--- src/rtl/srio_seg_planner.sv ---
// Splits one SRIO TX transfer request into max-payload segments followed by a single
// power-of-two rounded tail segment, one descriptor per downstream handshake.
module srio_seg_planner #(
   parameter int LEN_W        = 20,
   parameter int ADDR_W       = 34,
   parameter int MAX_PLD_LOG2 = 8,
   parameter int MIN_PLD_LOG2 = 3
) (
   input  logic                          clk,
   input  logic                          reset,
   input  logic                          req_valid,
   output logic                          req_ready,
   input  logic [LEN_W-1:0]              req_len,
   input  logic [ADDR_W-1:0]             req_addr,
   output logic                          seg_valid,
   input  logic                          seg_ready,
   output logic [ADDR_W-1:0]             seg_addr,
   output logic [MAX_PLD_LOG2:0]         seg_size,
   output logic [MAX_PLD_LOG2:0]         seg_bytes,
   output logic [MAX_PLD_LOG2-1:0]       seg_pad,
   output logic                          seg_last,
   output logic [LEN_W-MAX_PLD_LOG2-1:0] seg_idx,
   output logic                          busy
);

   localparam int                    IDX_W     = LEN_W - MAX_PLD_LOG2;
   localparam logic [MAX_PLD_LOG2:0] FULL_SZ   = {1'b1, {MAX_PLD_LOG2{1'b0}}};
   localparam logic [ADDR_W-1:0]     ADDR_STEP = ADDR_W'(FULL_SZ);

   typedef enum logic {IDLE, EMIT} state_t;

   state_t                  state;
   logic [IDX_W-1:0]        full_cnt;
   logic [MAX_PLD_LOG2:0]   tail_size_q;
   logic [MAX_PLD_LOG2:0]   tail_bytes_q;
   logic [MAX_PLD_LOG2:0]   tail_bytes;
   logic [MAX_PLD_LOG2:0]   tail_size;
   logic [IDX_W-1:0]        next_idx;

   // Tail rounding: scanning sizes from largest to smallest leaves the smallest fit.
   always_comb begin
      tail_bytes = {1'b0, req_len[MAX_PLD_LOG2-1:0]} + (MAX_PLD_LOG2+1)'(1);
      tail_size  = FULL_SZ;
      for (int k = MAX_PLD_LOG2; k >= MIN_PLD_LOG2; k--) begin
         if ((FULL_SZ >> (MAX_PLD_LOG2 - k)) >= tail_bytes) begin
            tail_size = FULL_SZ >> (MAX_PLD_LOG2 - k);
         end
      end
      next_idx = seg_idx + IDX_W'(1);
   end

   always_ff @(posedge clk or posedge reset) begin
      if (reset) begin
         state        <= IDLE;
         req_ready    <= 1'b0;
         seg_valid    <= 1'b0;
         busy         <= 1'b0;
         seg_addr     <= '0;
         seg_size     <= '0;
         seg_bytes    <= '0;
         seg_pad      <= '0;
         seg_last     <= 1'b0;
         seg_idx      <= '0;
         full_cnt     <= '0;
         tail_size_q  <= '0;
         tail_bytes_q <= '0;
      end else begin
         case (state)
            IDLE: begin
               req_ready <= 1'b1;
               if (req_valid && req_ready) begin
                  state        <= EMIT;
                  req_ready    <= 1'b0;
                  seg_valid    <= 1'b1;
                  busy         <= 1'b1;
                  seg_addr     <= req_addr;
                  seg_idx      <= '0;
                  full_cnt     <= req_len[LEN_W-1:MAX_PLD_LOG2];
                  tail_size_q  <= tail_size;
                  tail_bytes_q <= tail_bytes;
                  if (req_len[LEN_W-1:MAX_PLD_LOG2] == '0) begin
                     seg_size  <= tail_size;
                     seg_bytes <= tail_bytes;
                     seg_pad   <= MAX_PLD_LOG2'(tail_size - tail_bytes);
                     seg_last  <= 1'b1;
                  end else begin
                     seg_size  <= FULL_SZ;
                     seg_bytes <= FULL_SZ;
                     seg_pad   <= '0;
                     seg_last  <= 1'b0;
                  end
               end
            end
            EMIT: begin
               // Descriptor fields only move on a handshake, so stalls hold them stable.
               if (seg_ready) begin
                  if (seg_last) begin
                     state     <= IDLE;
                     seg_valid <= 1'b0;
                     busy      <= 1'b0;
                     req_ready <= 1'b1;
                  end else begin
                     seg_idx  <= next_idx;
                     seg_addr <= seg_addr + ADDR_STEP;
                     if (next_idx == full_cnt) begin
                        seg_size  <= tail_size_q;
                        seg_bytes <= tail_bytes_q;
                        seg_pad   <= MAX_PLD_LOG2'(tail_size_q - tail_bytes_q);
                        seg_last  <= 1'b1;
                     end
                  end
               end
            end
            default: state <= IDLE;
         endcase
      end
   end

endmodule

--- config.mk ---
export PLATFORM = sky130hd
export DESIGN_NAME = srio_seg_planner
export DESIGN_NICKNAME = d
export VERILOG_FILES = /design/src/rtl/srio_seg_planner.sv
export SDC_FILE = /design/constraint.sdc
export NUM_CORES = 1
export LEC_CHECK = 0
export CAP_MARGIN = 20
export CELL_PAD_IN_SITES_DETAIL_PLACEMENT = 1
export CELL_PAD_IN_SITES_GLOBAL_PLACEMENT = 2
export CORE_ASPECT_RATIO = 0.8
export CORE_UTILIZATION = 31
export DETAILED_ROUTE_END_ITERATION = 8
export PLACE_DENSITY = 0.82
export SLEW_MARGIN = 20
export SYNTH_ARGS = -nofsm -noshare
export SYNTH_HDL_FRONTEND = slang
export SYNTH_SLANG_ARGS = --single-unit
--- constraint.sdc ---
create_clock -name clk -period 3.7 [get_ports clk]
set_input_delay 0.37 -clock clk [delete_from_list [all_inputs] [get_ports clk]]
set_output_delay 0.37 -clock clk [all_outputs]
set_load 0.05 [all_outputs]
==> results.tsv, run 1 <==
metric	value	unit
FP Rows	44	
Routed WL per cell	18.28	µm
Async SR Flop Fraction	100.0	%
DP Worst Slack	-0.6790	ns
met3 GRT Util	4.159	%
via count	5469	
I/O Pins	134	
worst-margin pin slew	0.8656	ns
VDD IR-drop max	0.3715	mV
remaining antenna violation count	0	
hold_buf cts	0	
Post-synth EDFFs	0	
Nets	861	
Seq/Total Area, Yosys	42.00	%
Area growth, synth to finish	38.54	%
htree depth	3	
Non-Filler Instances	1049	
Final Max Slew Viols	0	
Hold Vio Cnt, Final	0	
placed insts	1030	
Pleak	3.471	nW
root buffer cell	clkbuf_16	
Num CTS Buffers	9	
M1 GR Usage	28.44	%
Die Wd	156.2	µm
mux cell area share after synthesis	11.54	%
CP Capture Type	flip-flop	
gr busiest metal	met2	
fin crit share	96.65	%
Clock Sinks	99	
starting density of the core	32.08	%
Routed WL	19180	µm
DR pass1 iterations	4	
initial antenna violation count	0	
cells after synthesis	632	
status	finished, final reports clean	
Synth Cell Area	5898	µm²
Post-DP Area	7751	µm²
DR vias/cell	5.214	
DIE HEIGHT	125.4	µm
CP Max Fanout	8	
gr usage total	20.17	%
Design Area, Final	8172	µm²
kind of critical path	input port to flip-flop	
final setup margin	0.1241	ns
GP Congestion	0.8543	
diode count	0	
largest family of logic cells by synthesized area	compound AO/OA/AOI/OAI gates	
first-pass GRT wire length	31280	µm
library cells used by synthesis	68	
drt initial violations	191	
die area	19590	µm²
input/output buffers	130	
Yosys top cell by area	dfrtp_1	
power per cell area	809.3	nW/µm²
number of synthesized register bits	99	
final setup vio count	0	
Yosys warning total	0	
adder-cell share of the synthesized area	2.546	%
crit path launch type	input port	
Fmax	279.6	MHz
Post-DP HPWL	13930	µm
clock skew	0.01118	ns
DR DRC count	0	
Req. time, crit path	3.93	ns
Max clock buf depth	2	
Core ar.	18390	µm²
Worst-path clk slew	0.07	ns
clk_lat worst skew	0.35	ns
GR met2 Demand/Resource	31.20	%
Synth Area in XOR/XNOR	4.900	%
layout cells sized above 1	17.34	%
CTS tree	built	
dominant synthesized flop cell	dfrtp_1	
number of max-cap violations	0	
largest net degree at the start of global routing	75	
Avg Cell Area, Syn	9.333	µm²
top post-synthesis cells by area	dfrtp_1 42%, mux2_2 6.3%, nand2_1 5.5%	
Yosys top cell area share	42.00	%
grt total ovfl	0	
Rel. slew slack	42.08	%
Tmin final	3.576	ns
HP Class	flip-flop to flip-flop	
Compound-Gate Fraction of Synth Area	17.16	%
Synth Area in Simple Gates	17.10	%
Critical Path AT	3.81	ns
number of global-route vias before repair	5833	
[cell families after synthesis]
kind of cell / after synthesis
compound gates: 165
mux: 62
buf+inv: 60
simple gates: 200
xor+xnor: 33
flops: 99
fa+ha+maj: 12
other cells: 1
[registers in the layout, indices dropped and copies added, names as in the netlist, 6 cells and up]
signal	cells
seg_pad	7
seg_size	6
full_cnt	12
tail_size_q	6
tail_bytes_q	9
seg_addr	34
seg_bytes	9
seg_idx	12
[synth_stat cells (all sizes together) (3+ instances only)]
cell type  count
a211oi         4
a21oi         42
a22o           5
a31oi          5
and2           7
and3           8
and4           8
buf           19
clkbuf        25
dfrtp         99
ha            12
inv           16
mux2          45
mux2i         17
nand2         87
nand2b         6
nand3         22
nand4          9
nor2          16
nor2b          8
nor3           9
nor4           4
o21ai         54
o22ai         22
o31a           3
o31ai          9
or3            5
xnor2         21
xor2          12
[layout by cell type, fill, tap and decap left out, types with 9 or more instances in the layout]
| cell type | instances |
|---|---|
| clkdlybuf4s50_1 | 126 |
| dfrtp_1 | 98 |
| nand2_1 | 87 |
| buf_4 | 59 |
| o21ai_0 | 50 |
| a21oi_1 | 40 |
| mux2_2 | 33 |
| o22ai_1 | 22 |
| nand3_1 | 20 |
| xnor2_1 | 18 |
| mux2i_1 | 17 |
| nor2_1 | 16 |
| inv_1 | 15 |
| xor2_1 | 12 |
| mux2_1 | 11 |
| ha_1 | 11 |
| nand4_1 | 9 |
| nor3_1 | 9 |
| o31ai_1 | 9 |
| clkbuf_16 | 9 |
[where the power goes]
part	leakage, nW	internal (mW)	switching, mW
clock network	0.142	0.470	0.467
registers	1.26	1.53	0.490
logic	2.07	1.41	2.25
[final timing paths]
| kind | start | to | slack [ns] | depth (start not counted) |
|---|---|---|---|---|
| min | seg_bytes[8] | seg_bytes[8] | 0.49 | 1 |
| max | req_len[0] | seg_pad[7] | 0.12 | 14 |
| max in group asynchronous | reset | seg_addr[22] | 2.46 | 3 |
| max reg2reg | seg_idx[0] | seg_pad[5] | 0.72 | 9 |
| min reg2reg | seg_bytes[8] | seg_bytes[8] | 0.49 | 1 |
| min in group asynchronous | reset | seg_bytes[2] | 0.50 | 2 |
[routing by layer]
| layer | up-vias | wire length (µm) |
|---|---|---|
| met5 | - | 0 |
| met4 | 0 | 377 |
| met3 | 37 | 892 |
| met2 | 135 | 8678 |
| met1 | 2697 | 9230 |
| li1 | 2600 | - |
[critical path: stages]
cell and delay, ns:
dlygate4sd2_1 0.28, buf_4 0.18, and3_2 0.26, or3_4 0.34, and2_2 0.21, a211oi_2 0.31, ha_1 0.30, and4b_2 0.24
a221oi_4 0.29, o21ai_2 0.11, xor2_1 0.16, and2_0 0.17, a221o_1 0.33, mux2_4 0.25
[stage by stage]
stage | total power [mW] | hold WS, ns | setup TNS (ns) | utilization (%)
final | 6.613 | 0.4880 | 0 | 44.44
after global routing | 7.009 | 0.5244 | -0.02071 | 44.44
after CTS | 6.659 | 0.4991 | 0 | 44.03
after detailed placement | 5.699 | 0.4834 | -1.064 | 42.15
after global placement | 5.572 | 0.4648 | -0.5928 | 42.15
after floorplan | 4.417 | 0.4505 | 0 | -
[cell type report]
cell class	count	area (µm²)
clock buffer	9	225.2
inverter	16	62.56
tap	253	316.6
fill	2127	10220
clock inverter	7	60.06
sequential	99	2479
timing repair buffer	190	1770
multi-input combinational	475	3258
[timing repair]
action / in CTS / in global routing
endpoints found under the hold margin: 0 / 0
pin swaps: 1 / 6
cloned: 0 / 0
buffers inserted: 1 / 2
resized for setup: 13 / 12
setup endpoints to repair: 1 / 1
Note: power is estimated with default switching activity, not from simulation.
==> run 2, diff against run 1 <==
Settings changed: ABC_AREA from default to 1, ABC_CLOCK_PERIOD_IN_PS from default to 3700, CORE_UTILIZATION 31 to 35, DONT_BUFFER_PORTS from default to 1, PLACE_DENSITY 0.82 to 0.81.
==> run 2 against run 1 <==
Net effect:
- sequential share of layout area up 6.6 points
- combinational power down 39%
- final cell count up 6.2%
- clock-buffer cell count unchanged
- area after synthesis up 5.4%
- largest cell class unchanged
==> results.tsv, run 2 <==
metric	value	unit
Routed WL per cell	17.18	µm
crit path launch type	input port	
DP Worst Slack	0.5181	ns
WHS	0.1243	ns
kind of critical path	input port to flip-flop	
Pleak	3.274	nW
worst-margin pin slew	0.9244	ns
Synth top cells by count	294 x nand2_1, 100 x inv_1, 99 x dfrtp_1, 71 x nand3_1, 69 x o21ai_0	
placed insts	1096	
critical path cell sequence	ha_1 > inv_1 > nand2_1 > nor2_1 > buf_4 > o21ai_0 > nor2_1 > nand2_1 > o21ai_1 > nor2_1 > ha_1 > a21oi_1 > a21boi_0 > nand2_1 > xor2_1 > nand3_1 > nand3_1 > nand2_1 > nand2_1 > nand2_1	
Setup TNS	0	ns
crit path max-delay cell type	ha_1	
power per cell area	920.7	nW/µm²
FP Rows	43	
drt initial violations	262	
GR met2 Demand/Resource	31.39	%
fin crit share	76.10	%
Nets	953	
Yosys warning total	0	
Seq/Total Area, Yosys	39.85	%
largest register by flop count	seg_addr	
Final Max Slew Viols	0	
DR DRC count	0	
root buffer cell	clkbuf_16	
VDD IR-drop max	0.3380	mV
max reg flops	34	
CTS tree	built	
Hold Vio Cnt, Final	0	
Rel. slew slack	38.37	%
GP Congestion	0.7807	
layout cells sized above 1	6.419	%
clock skew	0.007807	ns
initial antenna violation count	1	
Die Wd	151.0	µm
Area growth, synth to finish	8.050	%
Critical Path AT	3.06	ns
grt total ovfl	0	
library cells used by synthesis	41	
Core ar.	17380	µm²
gr busiest metal	met1	
status	finished, final reports clean	
CP Max Fanout	8	
Tmin final	2.816	ns
largest net degree at the start of global routing	59	
Clock Sinks	99	
Async SR Flop Fraction	100.0	%
Worst-path clk slew	0.08	ns
Max clock buf depth	2	
met3 GRT Util	5.940	%
number of global-route vias before repair	5721	
htree depth	3	
Post-synth EDFFs	0	
remaining antenna violation count	0	
most used cell, CP	nand2_1	
DR pass1 iterations	5	
Setup Fix Bufs, Post-CTS	0	
input/output buffers	0	
dominant synthesized flop cell	dfrtp_1	
HP Class	input port to flip-flop	
top post-synthesis cells by area	dfrtp_1 40%, nand2_1 18%, inv_1 6.0%	
RSZ-0062 raised after global routing	false	
cell with the most instances after synthesis	nand2_1	
largest stage delay on the critical path	0.34	ns
Yosys top cell by area	dfrtp_1	
die area	18300	µm²
Req. time, crit path	3.95	ns
final setup margin	0.8842	ns
M1 GR Usage	32.62	%
CP Capture Type	flip-flop	
commonest non-fill, non-tap cell in the layout	nand2_1	
via count	5770	
cells after synthesis	891	
first-pass GRT wire length	30780	µm
Yosys top cell area share	39.85	%
hold_buf cts	1	
Fill cells	2228	
starting density of the core	35.78	%
Top Registers	seg_addr: 34 flops, full_cnt: 12 flops, seg_idx: 12 flops	
commonest cells after routing, fill and taps aside	294 x nand2_1, 99 x inv_1, 98 x dfrtp_1	
final core area utilization	38.66	%
Fmax	355.1	MHz
final setup vio count	0	
Post-DP HPWL	14470	µm
PostCTS Resize Cnt	0	
number of synthesized register bits	99	
Synth Cell Area	6217	µm²
number of max-cap violations	0	
Routed WL	19140	µm
Non-Filler Instances	1114	
Avg Cell Area, Syn	6.978	µm²
DIE HEIGHT	121.2	µm
clk_lat worst skew	0.35	ns
DR vias/cell	5.180	
gr usage total	21.88	%
Num CTS Buffers	9	
I/O Pins	134	
[run 2: final timing paths]
path	from	end	slack (ns)	cells past startpoint
max	req_len[0]	seg_pad[7]	0.88	20
min	req_addr[6]	seg_addr[6]	0.12	2
max reg2reg	seg_idx[0]	seg_bytes[6]	1.03	15
min reg2reg	tail_size_q[8]	tail_size_q[8]	0.49	2
max in group asynchronous	reset	seg_bytes[7]	2.25	3
min in group asynchronous	reset	seg_idx[2]	0.59	2
[run 2: logic make-up after synthesis]
kind of cell    synth area share, %
buf+inv                       9.599
flops                         39.85
other cells                 0.06032
fa+ha+maj                     2.415
simple gates                  33.25
compound gates                13.14
xor+xnor                      1.690
[run 2: worst max-delay path, delay by kind of cell]
kind                       cells  cell delay [ns]
AOI/OAI and AO/OA              4             0.64
xor gates and xnor gates       1             0.18
adders and majority gates      2             0.65
buffers and inverters          2             0.28
and+or+nand+nor               11             0.95
[run 2: report_power, final]
group	switching, mW	internal, mW
sequential	1.52	1.50
clock	0.465	0.469
combinational	1.49	0.743
[run 2: layout make-up]
type	count	area, µm²	share of cell area, %
multi-input cells	653	3156	46.97
flip-flops and latches	99	2479	36.90
inverters	105	396.6	5.904
well taps	225	281.5	4.191
clock buffers	9	225.2	3.353
repair buffers	15	115.1	1.714
clock inverters	7	62.56	0.9313
diodes	1	2.502	0.03725
[run 2: metal layers]
layer	share of wire [%]	vias up
met5	0	-
met4	0.63	0
met3	6.8	11
met2	40	150
met1	52	2735
li1	-	2874
[run 2: stage by stage]
| stage | instance area (µm²) | power [mW] |
|---|---|---|
| 2_1_floorplan | 6225 | 4.648 |
| 3_3_place_gp | 6417 | 5.241 |
| 3_5_place_dp | 6417 | 5.296 |
| 4_1_cts | 6715 | 6.264 |
| 5_1_grt | 6718 | 6.687 |
| 6_report | 6718 | 6.185 |
==> patch 1, RTL diff (flow settings as in run 1) <==
Make the reset (`reset`) synchronous in one clocked block.
--- a/src/rtl/srio_seg_planner.sv
+++ b/src/rtl/srio_seg_planner.sv
@@ -49,7 +49,7 @@
       next_idx = seg_idx + IDX_W'(1);
    end
 
-   always_ff @(posedge clk or posedge reset) begin
+   always_ff @(posedge clk) begin
       if (reset) begin
          state        <= IDLE;
          req_ready    <= 1'b0;
Formal check against the unedited RTL: differs if reset is asserted again (counterexample within 4 cycles, from zero or initial values and one cycle with reset high); with reset held inactive, the same outputs for 4 cycles.
==> patch 1 against run 1 <==
  * Sequential cell count is the same
  * Critical path type unchanged
  * Core utilization fell by 1.6 points
  * Wire length up 4.2%
  * Clock skew fell by 2.9 ps
  * Worst hold slack worse by 29 ps
  * Area after synthesis down 3.4%
  * Worst setup slack better by 150 ps
  * Final area is 7.4% lower
Power is not compared: it rests on default switching activity, and its combinational part moved more than twofold at a synthesized area within 25%.
==> patch 1: results <==
set metrics [dict create \
    drv_cap 0 \
    worst_clock_skew_ps 8.278 \
    yosys-top-cells-area "dfxtp_1 35%, nand2_1 8.6%, a21oi_1 7.6%" \
    gr-usage-all-layers 0.2145 \
    antenna_cells 0 \
    synth_fa_ha_area_frac 0.02636 \
    antenna_found_initial 0 \
    synth_xor_area_frac 0.04546 \
    async_flop_share 0 \
    dpl.hpwl_um 14470 \
    cts_buffers 9 \
    cts_root_buf "clkbuf_16" \
    status "finished, final reports clean" \
    cts_buffer_depth 2 \
    cts.reportedPaths.clkPinSlew_ps 70 \
    detail_route.wl_per_cell_um 18.06 \
    ys.flop_type "dfxtp_1" \
    yosysUniqueCellTypes 64 \
    place_area_um2 7272 \
    clock_latency_ps 360 \
    worstPathMaxFanout 6 \
    cts_setup_buffers 0 \
    leakage_nw 2.622 \
    firstDrtPassIters 5 \
    num_vias 6107 \
    grt_pass1_wl_um 32110 \
    reg_top3 "seg_addr (34), full_cnt (12), seg_idx (12)" \
    met1_usage 0.2770 \
    layout.nets 946 \
    io_buffers 130 \
    ys_top_cells_by_count "130 x nand2_1, 99 x dfxtp_1, 87 x a21oi_1" \
    drive_gt1_frac 0.07264 \
    grt_pass1_vias 6099 \
    max_slew_margin 0.4105 \
    synth_warnings 0 \
    grt_max_degree 52 \
    min-delay-path-class "flip-flop to flip-flop" \
    n_fill_cell 2134 \
    syn_area_per_cell_um2 7.476 \
    htreeDepth 3 \
    grt_util_met3 0.04066 \
    cts_resized 0 \
    ys_seq_area_frac 0.3479 \
    vdd_drop_max_uv 200.5 \
    drt_iter0_markers 290 \
    synthMuxAreaShare 0.001757 \
    cp.arrival_ps 3700 \
    place.gp.congestion 0.8485 \
    final_cells 1106 \
    synth_compound_area_frac 0.2625 \
    gr-usage-met2 0.3642 \
]
==> patch 1: power breakdown <==
group          switching (W)  leakage (nW)  internal [W]
clock network       0.000441         0.128      0.000494
registers          0.0000748         0.809       0.00114
logic               0.000536          1.68      0.000324
total                0.00105          2.62       0.00196
==> patch 1: cell type report <==
type	instances	area, um^2	area share
clock inverter	3	22.52	0.002976
multi-input combinational	581	3390	0.4478
inverter	24	90.09	0.01190
clock buffer	13	260.3	0.03439
tap	225	281.5	0.03720
timing repair buffer	161	1541	0.2037
sequential	99	1983	0.2620
==> patch 1: worst paths after layout <==
path | from | endpoint | slack (ps) | cells past startpoint
worst max register to register | seg_idx[4]$_SDFFE_PP0P_ | seg_bytes[2]$_SDFFE_PP0P_ | 670 | 8
worst max-delay path | req_len[0] | seg_pad[7]$_SDFFE_PP0P_ | 280 | 15
worst min-delay path | seg_addr[0]$_SDFFE_PP0P_ | seg_addr[0]$_SDFFE_PP0P_ | 460 | 2
worst min register to register | seg_addr[0]$_SDFFE_PP0P_ | seg_addr[0]$_SDFFE_PP0P_ | 460 | 2
==> patch 1: worst max-delay path, stage by stage <==
cell	delay (ps)
clkdlybuf4s50_1	500
ha_1	280
nand3_1	160
xnor2_1	210
inv_1	110
or3_1	390
a21boi_1	270
ha_1	310
a21oi_1	150
o31ai_1	120
a31oi_1	280
nand2_1	90
a31oi_1	160
nor2_1	70
a311oi_1	240
==> patch 1: layer usage <==
layer	share of wire	up-vias
met5	0	-
met4	0.011	0
met3	0.041	17
met2	0.48	129
met1	0.47	3003
li1	-	2958
==> patch 1: metrics by stage <==
step	hold WS (ps)	setup WS, ps
2_1_floorplan	436.4	575.4
3_3_place_gp	442.9	41.42
3_5_place_dp	449.1	-292.6
4_1_cts	458.7	78.30
5_1_grt	480.1	11.99
6_report	459.1	275.1
==> patch 2, RTL diff (settings of run 1) <==
Made on the original files. Change the parameter `ADDR_W` from 34 to 26.
--- a/src/rtl/srio_seg_planner.sv
+++ b/src/rtl/srio_seg_planner.sv
@@ -2,7 +2,7 @@
 // power-of-two rounded tail segment, one descriptor per downstream handshake.
 module srio_seg_planner #(
    parameter int LEN_W        = 20,
-   parameter int ADDR_W       = 34,
+   parameter int ADDR_W       = 26,
    parameter int MAX_PLD_LOG2 = 8,
    parameter int MIN_PLD_LOG2 = 3
 ) (
Ports: changed (resized req_addr and seg_addr); port bits go from 134 to 118. No check against the original RTL was run, so the function may have changed too.
==> patch 2 against run 1 <==
  * Area after synthesis is 9.1% lower
  * Highest routed layer unchanged
  * Sequential cell count is 8 lower
  * Non-clock buffer count is 58 lower
  * Worst setup slack better by 220 ps
  * Largest power group unchanged
  * Wire length is 9.0% lower
  * Largest cell class unchanged
  * Total power is 7.3% lower
  * Final area is 13% lower
  * Critical path type unchanged
  * Critical endpoint unchanged
==> patch 2: results <==
set metrics [dict create \
    yosys-top-cells-area "dfrtp_1 42%, nand2_1 8.5%, o21ai_0 4.9%" \
    slowest_stage "clkdlybuf4s50_1" \
    p_int_w 0.003235 \
    status "finished, final reports clean" \
    reg2reg_slack_ps 400 \
    worstSetupStartpoint "req_len[1]" \
    hp-start "seg_addr[2]$_DFFE_PP0P_" \
    grt_pass1_vias 5264 \
    num_vias 4950 \
    synthMuxAreaShare 0.05672 \
    leakage_nw 3.040 \
    synth_compound_area_frac 0.1800 \
    crit_family "compound AO/OA/AOI/OAI gates" \
    synth_fa_ha_area_frac 0.03221 \
    io_buffers 114 \
    worst_clock_skew_ps 5.639 \
    reg_top3 "seg_addr (26), full_cnt (12), seg_idx (12)" \
    hold_path_depth 2 \
    place_area_um2 6764 \
    place_inst 926 \
    place_ws_ps 20.98 \
    cts_resized 0 \
    dpl.hpwl_um 12590 \
    ys_top_cells_by_count "121 x nand2_1, 91 x dfrtp_1, 53 x o21ai_0" \
    detail_route.wl_per_cell_um 18.52 \
    viasPerCell 5.255 \
    place.gp.congestion 0.8193 \
    yosysUniqueCellTypes 65 \
    min_to "seg_addr[2]$_DFFE_PP0P_" \
    gr-usage-all-layers 0.2076 \
    layout.nets 780 \
    timing.hold.ws_ps 478.9 \
    drt_iter0_markers 232 \
    synth_xor_area_frac 0.05065 \
    seqPwrFrac 0.299 \
    post-route-period-util 0.9063 \
    vdd_drop_max_uv 407.7 \
    regToRegEndpoint "seg_pad[2]$_DFFE_PP0P_" \
]
==> patch 2: changes by cell type after synthesis, sizes merged, moves of 5 or more <==
cell / run 1 / this run
a21oi: 42 / 29
and4: 8 / 2
buf: 19 / 10
dfrtp: 99 / 91
inv: 16 / 29
mux2: 45 / 15
mux2i: 17 / 9
nand2: 87 / 121
nor2: 16 / 25
nor2b: 8 / 3
o22ai: 22 / 16
o31ai: 9 / 3
==> patch 2: metal layers <==
metal | vias to the layer above | global-route usage | share of wire
li1 | 2363 | - | -
met1 | 2438 | 0.2964 | 0.49
met2 | 132 | 0.3227 | 0.44
met3 | 17 | 0.04068 | 0.055
met4 | 0 | 0.04528 | 0.014
met5 | - | 0 | 0
==> patch 2: cell type report <==
class / instances / area (um^2)
Fill cell: 1948 / 9633
Multi-Input combinational cell: 454 / 2811
Sequential cell: 91 / 2277
Timing Repair Buffer: 132 / 1289
Tap cell: 220 / 275.3
Clock buffer: 12 / 266.5
Inverter: 29 / 111.4
Clock inverter: 4 / 47.55
